--- src/rtl/mdu_seq.sv ---
// Multi-cycle shift-add multiplier / restoring divider driving an external ALU.
// Divide datapath present only when MDU_DIV_EN is defined.
module mdu_seq #(
  parameter int DATA_WITH = 16,
  parameter int OP_SIZE   = 4
) (
  input  logic                 clk,
  input  logic                 rst_n,
  input  logic                 start,
  input  logic                 op,
  input  logic [DATA_WITH-1:0] opa,
  input  logic [DATA_WITH-1:0] opb,
  output logic                 busy,
  output logic                 done,
  output logic [DATA_WITH-1:0] hi,
  output logic [DATA_WITH-1:0] lo,
  output logic                 div_by_zero,
  output logic [DATA_WITH-1:0] alu_rega,
  output logic [DATA_WITH-1:0] alu_regb,
  output logic [OP_SIZE-1:0]   alu_control,
  input  logic [DATA_WITH-1:0] alu_out
);

  localparam int CW = $clog2(DATA_WITH) + 1;

  localparam logic [1:0] S_IDLE = 2'd0;
  localparam logic [1:0] S_RUN  = 2'd1;
  localparam logic [1:0] S_DONE = 2'd2;

  localparam logic [OP_SIZE-1:0] ALU_ADD = OP_SIZE'(0);
`ifdef MDU_DIV_EN
  localparam logic [OP_SIZE-1:0] ALU_SUB = OP_SIZE'(1);
`endif

  logic [1:0]           state_q, state_d;
  logic [CW-1:0]        count_q, count_d;
  logic [DATA_WITH-1:0] hi_q, hi_d;
  logic [DATA_WITH-1:0] lo_q, lo_d;
  logic [DATA_WITH-1:0] b_q, b_d;

  logic [DATA_WITH-1:0] mul_s;
  logic                 mul_c;

  assign mul_s = lo_q[0] ? alu_out : hi_q;
  assign mul_c = lo_q[0] & (alu_out < hi_q);

`ifdef MDU_DIV_EN
  logic                 op_q, op_d;
  logic                 dbz_q, dbz_d;
  logic [DATA_WITH-1:0] div_r;
  logic                 div_m;
  logic                 qbit;

  // m=1 means the shifted remainder overflowed W bits, so it exceeds B
  assign div_r = {hi_q[DATA_WITH-2:0], lo_q[DATA_WITH-1]};
  assign div_m = hi_q[DATA_WITH-1];
  assign qbit  = div_m | (div_r >= b_q);
  assign div_by_zero = dbz_q;
`else
  assign div_by_zero = 1'b0;
`endif

  always_comb begin
    state_d     = state_q;
    count_d     = count_q;
    hi_d        = hi_q;
    lo_d        = lo_q;
    b_d         = b_q;
    alu_rega    = '0;
    alu_regb    = '0;
    alu_control = ALU_ADD;
`ifdef MDU_DIV_EN
    op_d        = op_q;
    dbz_d       = dbz_q;
`endif
    unique case (state_q)
      S_IDLE: begin
        if (start) begin
          hi_d = '0;
`ifdef MDU_DIV_EN
          op_d  = op;
          dbz_d = 1'b0;
          if (op && (opb == '0)) begin
            hi_d    = opa;
            lo_d    = '1;
            dbz_d   = 1'b1;
            state_d = S_DONE;
          end else if (op) begin
            b_d     = opb;
            lo_d    = opa;
            count_d = CW'(DATA_WITH);
            state_d = S_RUN;
          end else begin
`else
          if (op) begin
            lo_d    = '0;
            state_d = S_DONE;
          end else begin
`endif
            b_d     = opa;
            lo_d    = opb;
            count_d = CW'(DATA_WITH);
            state_d = S_RUN;
          end
        end
      end
      S_RUN: begin
        alu_rega     = hi_q;
        alu_regb     = b_q;
        {hi_d, lo_d} = {mul_c, mul_s, lo_q[DATA_WITH-1:1]};
`ifdef MDU_DIV_EN
        if (op_q) begin
          alu_rega    = div_r;
          alu_control = ALU_SUB;
          hi_d        = qbit ? alu_out : div_r;
          lo_d        = {lo_q[DATA_WITH-2:0], qbit};
        end
`endif
        count_d = count_q - CW'(1);
        if (count_q == CW'(1)) state_d = S_DONE;
      end
      S_DONE:  state_d = S_IDLE;
      default: state_d = S_IDLE;
    endcase
  end

  always_ff @(posedge clk) begin
    if (!rst_n) begin
      state_q <= S_IDLE;
      count_q <= '0;
      hi_q    <= '0;
      lo_q    <= '0;
      b_q     <= '0;
`ifdef MDU_DIV_EN
      op_q    <= 1'b0;
      dbz_q   <= 1'b0;
`endif
    end else begin
      state_q <= state_d;
      count_q <= count_d;
      hi_q    <= hi_d;
      lo_q    <= lo_d;
      b_q     <= b_d;
`ifdef MDU_DIV_EN
      op_q    <= op_d;
      dbz_q   <= dbz_d;
`endif
    end
  end

  assign busy = (state_q == S_RUN) || (state_q == S_DONE);
  assign done = (state_q == S_DONE);
  assign hi   = hi_q;
  assign lo   = lo_q;

endmodule

--- config.mk ---
export PLATFORM = sky130hd
export DESIGN_NAME = mdu_seq
export DESIGN_NICKNAME = d
export VERILOG_FILES = /design/src/rtl/mdu_seq.sv
export SDC_FILE = /design/constraint.sdc
export NUM_CORES = 1
export LEC_CHECK = 0
export ABC_AREA = 1
export BUFFER_PORTS_ARGS = -buffer_cell sky130_fd_sc_hd__buf_2
export CAP_MARGIN = 20
export CORE_ASPECT_RATIO = 0.75
export CORE_UTILIZATION = 52
export CTS_CLUSTER_DIAMETER = 150
export CTS_CLUSTER_SIZE = 16
export DETAILED_ROUTE_END_ITERATION = 12
export PLACE_DENSITY_LB_ADDON = 0.25
export REMOVE_ABC_BUFFERS = 1
export SLEW_MARGIN = 20
export SYNTH_ARGS = -nofsm -noshare
export SYNTH_HDL_FRONTEND = slang
export SYNTH_SLANG_ARGS = --single-unit
--- constraint.sdc ---
create_clock -name clk -period 3.4 [get_ports clk]
set_input_delay 0 -clock clk [delete_from_list [all_inputs] [get_ports clk]]
set_output_delay 0 -clock clk [all_outputs]
set_load 0.05 [all_outputs]
==> flow_summary_export.csv, run 1 <==
group,metric,value,unit
logic_synthesis,syn_avg_cell_area,6.78,µm²
floorplanning,initial_core_util,55.1,%
global_route,overflow,0,
critical_path,critPathMaxFanout,51,
cts,cts_tree,"yes",
critical_path,cp_top_family,"buffers and inverters",
timing,period_needed,2.23,ns
worst_hold_path,worst_hold_path_type,"input port to register",
power,powerDensity,392,nW/µm²
place,hpwl,5060,µm
critical_path,path_buf_inv,4,
cts,clk_latency,0.31,ns
run_status,status,"finished, final reports clean",
final_layout,area_delta_synth_final,32.4,%
timing,fin_skew,0.00778,ns
place,gp_congestion,0.844,
global_route,grt_max_degree,52,
critical_path,required,3.64,ns
final_layout,final_cell_mix,"buf_2, nand2_1, inv_1",
flow_run,max_cap_violations,0,
logic_synthesis,ys_ff_latch,55,
timing,grt_setup_unrepaired,"false",
route,dr.pass1.iters,5,
floorplanning,die_w,89.9,µm
place,numPortBuffers,117,
timing,clock.fmax,448,MHz
floorplanning,core,5470,µm²
timing,tns,0,ns
global_route,grt_use_total,26.4,%
logic_synthesis,synth_area,3010,µm²
place,dp.cells,613,
critical_path,cp_slowest_cell,"buf_4",
route,drtAntennaViolNets,0,
final_layout,antennaDiodeCount,0,
cts,h-tree-depth,2,
cts,clkTransAtPathRegs,0.09,ns
floorplanning,ios,123,
timing,setup_viol,0,
route,drt_iter0_drc,271,
critical_path,r2r_start,"state_q[1]",
floorplanning,rows,23,
final_layout,final_layout_size_suffix_gt1_share,23.4,%
critical_path,worstSetupPathType,"register to register",
global_route,grt_pass1_wl,13000,µm
final_layout,fin_nets,649,
route,wirelength,7880,µm
final_layout,layout_commonest_cell,"buf_2",
route,drc,0,
cts,cts_resized,0,
cts,cts_buffer_depth,2,
critical_path,end_kind,"register",
critical_path,cp.arrival,2.47,ns
worst_hold_path,hp-start,"alu_out[5]",
logic_synthesis,yosysSeqAreaShare,36.6,%
logic_synthesis,ys_warn_count,0,
global_route,grt_pass1_vias,3013,
timing,hold_viol,0,
cts,numCtsBuffers,5,
cts,root_buffer,"clkbuf_8",
floorplanning,die_y,67.9,µm
timing,relSlewSlack,31.6,%
logic_synthesis,yosysUniqueCellTypes,32,
route,vias_per_cell,5.03,
global_route,antenna_found_initial,0,
critical_path,crit_path_start_kind,"register",
route,wl_per_cell,12.1,µm
power,power.static_leakage,2.12,nW
logic_synthesis,synth_cells,444,
timing,period_share,65.6,%
power,ir_drop,0.000307,V
critical_path,critPathMaxStageDelay,0.45,ns
final_layout,finalNonFillerCells,652,
critical_path,cp_common_cell,"inv_1",
cts,clkSinkCount,55,
timing,worstMarginPinSlew,1.02,ns
floorplanning,die_area,6100,µm²
critical_path,crit_start,"state_q[1]",
timing,final_max_slew_viol_count,0,
route,dr_total_vias,3281,
critical_path,path_cells,"inv_1, ha_2, buf_4, inv_1, nor2_4, nand2_1, o22ai_1, inv_1, nor2_1",
worst reg2reg max path: stages, from the launching register on:
cell and delay (ns):
dfxtp_1 0.34, inv_1 0.09, ha_2 0.19, buf_4 0.45, inv_1 0.25, nor2_4 0.38
nand2_1 0.14, o22ai_1 0.19, inv_1 0.06, nor2_1 0.08
per-stage QoR:
step / worst slack (ns) / hold slack, ns / power [mW] / area (µm²) / utilization, %
2_1_floorplan: 0.938 / 0.118 / 1.05 / 2890 / -
6_report: 1.17 / 0.0726 / 1.56 / 3990 / 72.9
5_1_grt: 0.974 / 0.0890 / 1.65 / 3990 / 72.9
3_3_place_gp: 1.35 / 0.222 / 1.16 / 3580 / 65.5
4_1_cts: 1.16 / 0.0689 / 1.56 / 3990 / 72.9
3_5_place_dp: 1.20 / 0.228 / 1.17 / 3580 / 65.5
power breakdown:
group / internal (mW) / switching (mW)
clock: 0.160 / 0.206
combinational: 0.139 / 0.313
sequential: 0.697 / 0.0480
cell usage after synthesis:
library cell / instances / area, µm²
ha_1: 20 / 250
buf_4: 6 / 45.0
o21a_1: 1 / 7.51
clkbuf_1: 13 / 48.8
o211ai_1: 1 / 7.51
nand3_1: 1 / 5.00
dfxtp_1: 55 / 1100
o21ai_1: 2 / 10.0
nor2_1: 43 / 161
inv_2: 1 / 3.75
nand2_1: 103 / 387
clkinv_1: 2 / 7.51
or2_1: 1 / 6.26
nor3_1: 4 / 20.0
inv_1: 61 / 229
o22ai_1: 1 / 6.26
a31oi_1: 2 / 12.5
nor2_2: 1 / 6.26
nand2_4: 1 / 11.3
a22oi_1: 15 / 113
buf_2: 7 / 35.0
o31a_1: 1 / 8.76
clkinv_2: 1 / 5.00
o21ai_0: 48 / 240
nor2_4: 2 / 22.5
nand2_2: 3 / 18.8
and3_1: 1 / 6.26
a21oi_1: 42 / 210
buf_1: 2 / 7.51
a311oi_1: 1 / 8.76
nand4_1: 1 / 6.26
conb_1: 1 / 3.75
path summary, 6_finish.rpt:
check,endpoint,slack (ns),cells after the start
max,count_q[1],1.17,9
min,hi[4],0.07,5
max reg2reg,count_q[1],1.17,9
min reg2reg,hi[7],0.50,2
routing by layer:
layer / wire length, µm / track usage [%] / share of wire [%]
met1: 3590 / 30.7 / 46
met4: 189 / 11.3 / 2.4
met5: 0 / 0 / 0
met2: 3670 / 48.8 / 47
met3: 433 / 5.44 / 5.5
logic make-up (layout without fill, tap and decap cells):
family,after synthesis,count (layout),share of synthesized area [%]
AOI/OAI and AO/OA,114,114,20.7
adders and majority gates,20,20,8.31
buffers and inverters,93,222,12.7
DFF,55,55,36.6
other,1,5,0.125
and+or+nand+nor,161,161,21.6
registers in the layout, indices dropped and copies added (netlist names):
register and count:
b_q 16, lo 16, count_q 5, state_q 2
hi 16
final cells by class:
class | instances | area [µm²]
Clock buffer | 6 | 82.6
Clock inverter | 1 | 5.00
Fill cell | 453 | 1480
Inverter | 65 | 245
Multi-Input combinational cell | 300 | 1550
Sequential cell | 55 | 1100
Tap cell | 75 | 93.8
Timing Repair Buffer | 150 | 913
what timing repair did:
action | in CTS | in global routing
endpoints found under the hold margin | 32 | 0
hold buffers | 32 | 0
setup buffers | 0 | 0
Note: power is estimated with default switching activity, not from simulation.
==> run 2, diff against run 1 <==
--- a/config.mk
+++ b/config.mk
@@ -9,7 +9,7 @@
 export BUFFER_PORTS_ARGS = -buffer_cell sky130_fd_sc_hd__buf_2
 export CAP_MARGIN = 20
 export CORE_ASPECT_RATIO = 0.75
-export CORE_UTILIZATION = 52
+export CORE_UTILIZATION = 44
 export CTS_CLUSTER_DIAMETER = 150
 export CTS_CLUSTER_SIZE = 16
 export DETAILED_ROUTE_END_ITERATION = 12
==> constraint.sdc (replaced) <==
create_clock -name clk -period 2 [get_ports clk]
set_input_delay 0 -clock clk [delete_from_list [all_inputs] [get_ports clk]]
set_output_delay 0 -clock clk [all_outputs]
set_load 0.05 [all_outputs]
==> run 2 against run 1 <==
Net effect: the flow now finishes with violations (hold timing); utilization is 10 points lower; power is 70% higher; setup slack worse by 0.98 ns; cell area is 1.2% higher; highest routed layer unchanged; routed wire length is 1.4% lower; sequential power is 66% higher; final cell count is 2.0% higher; first-iteration DRC count is 55% lower; die area is 18% higher; clock-buffer cell count stayed put; critical path depth is 3 lower; largest power group unchanged.
==> flow_summary_export.csv, run 2 (synthesis gave the netlist of run 1 again) <==
group,metric,value,unit
place,place_area,3640,µm²
route,drt_iter0_drc,122,
cts,h-tree-depth,2,
timing,hold_ws,-0.00114,ns
route,wirelength,7770,µm
final_layout,final_layout_size_suffix_gt1_share,24.3,%
critical_path,required,2.00,ns
cts,numCtsBuffers,5,
final_layout,antennaDiodeCount,0,
cts,clk_latency,0.30,ns
global_route,grt_max_degree,38,
critical_path,critPathMaxFanout,37,
timing,hold_viol,1,
final_layout,final_cell_mix,"buf_2, nand2_1, inv_1",
timing,period_share,90.7,%
critical_path,end_kind,"output pin",
timing,tns,0,ns
global_route,grt_pass1_wl,12800,µm
critical_path,cp_common_cell,"inv_1",
power,powerDensity,659,nW/µm²
global_route,antenna_found_initial,0,
critical_path,cp_slowest_cell,"buf_4",
final_layout,final_area,4040,µm²
final_layout,multi_input_area,1550,µm²
timing,period_needed,1.81,ns
critical_path,worstSetupPathType,"register to output pin",
place,hpwl,5260,µm
route,drc,0,
power,power.static_leakage,2.14,nW
critical_path,crit_path_start_kind,"register",
timing,final_max_slew_viol_count,0,
flow_run,max_cap_violations,0,
place,gp_congestion,0.815,
critical_path,path_cells,"inv_1, ha_2, buf_4, nand2_1, inv_1, buf_2",
final_layout,area_delta_synth_final,34.0,%
run_status,violations,"hold timing",
critical_path,cp_top_family,"buffers and inverters",
final_layout,regArea,1100,µm²
timing,worstMarginPinSlew,0.644,ns
place,numPortBuffers,117,
final_layout,fin_nets,655,
route,wl_per_cell,11.7,µm
timing,fin_skew,0.00417,ns
floorplanning,initial_core_util,46.7,%
timing,clock.fmax,551,MHz
global_route,grt_use_total,21.5,%
cts,cts_buffer_depth,2,
cts,cts_tree,"yes",
floorplanning,core,6440,µm²
final_layout,nFillCells,599,
route,dr_total_vias,3222,
run_status,status,"complete, but fails checks",
timing,setup_viol,0,
route,drtAntennaViolNets,0,
cts,post_cts_buffers,0,
timing,grt_setup_unrepaired,"false",
route,vias_per_cell,4.85,
critical_path,cp.arrival,1.81,ns
global_route,met3_usage,3.62,%
critical_path,critPathMaxStageDelay,0.37,ns
route,dr.pass1.iters,4,
power,ir_drop,0.000367,V
cts,clkTransAtPathRegs,0.10,ns
worst_hold_path,worst_hold_path_type,"input port to register",
global_route,met2_usage,38.2,%
floorplanning,die_y,73.7,µm
worst_hold_path,min_path_cells,3,
floorplanning,die_area,7180,µm²
global_route,grtUsageMet1,27.8,%
global_route,busiest_layer,"met2",
cts,root_buffer,"clkbuf_8",
floorplanning,rows,25,
global_route,overflow,0,
floorplanning,ios,123,
timing,relSlewSlack,57.0,%
final_layout,layout_commonest_cell,"buf_2",
critical_path,path_buf_inv,4,
global_route,grt_pass1_vias,2888,
critical_path,r2r_cells,10,
cts,clkSinkCount,55,
floorplanning,die_w,97.5,µm
critical_path,cp.depth,6,
[run 2: path summary, 6_finish.rpt]
check,startpoint,slack [ns],to
hold / removal,opb[3],-0.001,lo[3]
setup reg to reg,state_q[1],0.34,hi[15]
setup / recovery,state_q[1],0.19,alu_regb[12]
hold reg to reg,hi[9],0.50,hi[9]
[run 2: layout make-up]
cell class	instances	share of cell area [%]
Timing Repair Buffer	156	23.7
Clock inverter	2	0.310
Multi-Input combinational cell	300	38.3
Clock buffer	6	1.80
Inverter	65	6.08
Tap cell	81	2.51
Sequential cell	55	27.3
[run 2: worst min-delay path: cells and delay by family]
kind,cells,cell delay [ns]
buf+inv,1,0.07
compound gates,2,0.19
[run 2: per-stage QoR]
step	cells	hold WS [ns]	total power, mW	setup slack (ns)	utilization [%]
floorplan	420	0.118	1.79	-0.462	-
global placement	626	0.222	2.01	0.435	56.5
detailed placement	626	0.231	2.02	0.362	56.5
CTS	665	0.000924	2.68	0.186	62.6
global route	665	0.0107	2.81	0.0440	62.6
finish	665	-0.00114	2.66	0.187	62.6
[run 2: what timing repair did]
item                                   in CTS  in global routing
hold buffers                               31                  0
gates resized for setup                     0                  0
endpoints found under the hold margin      31                  0
[run 2: power breakdown]
part | internal, mW | total [mW] | switching, mW
sequential | 1.19 | 1.24 | 0.0569
clock | 0.246 | 0.610 | 0.364
combinational | 0.252 | 0.807 | 0.555
[run 2: routing by layer]
| metal | vias to the layer above | share of wire (%) |
|---|---|---|
| met5 | - | 0 |
| met4 | 0 | 0.97 |
| met3 | 10 | 4.1 |
| met2 | 83 | 48 |
| met1 | 1450 | 47 |
| li1 | 1679 | - |
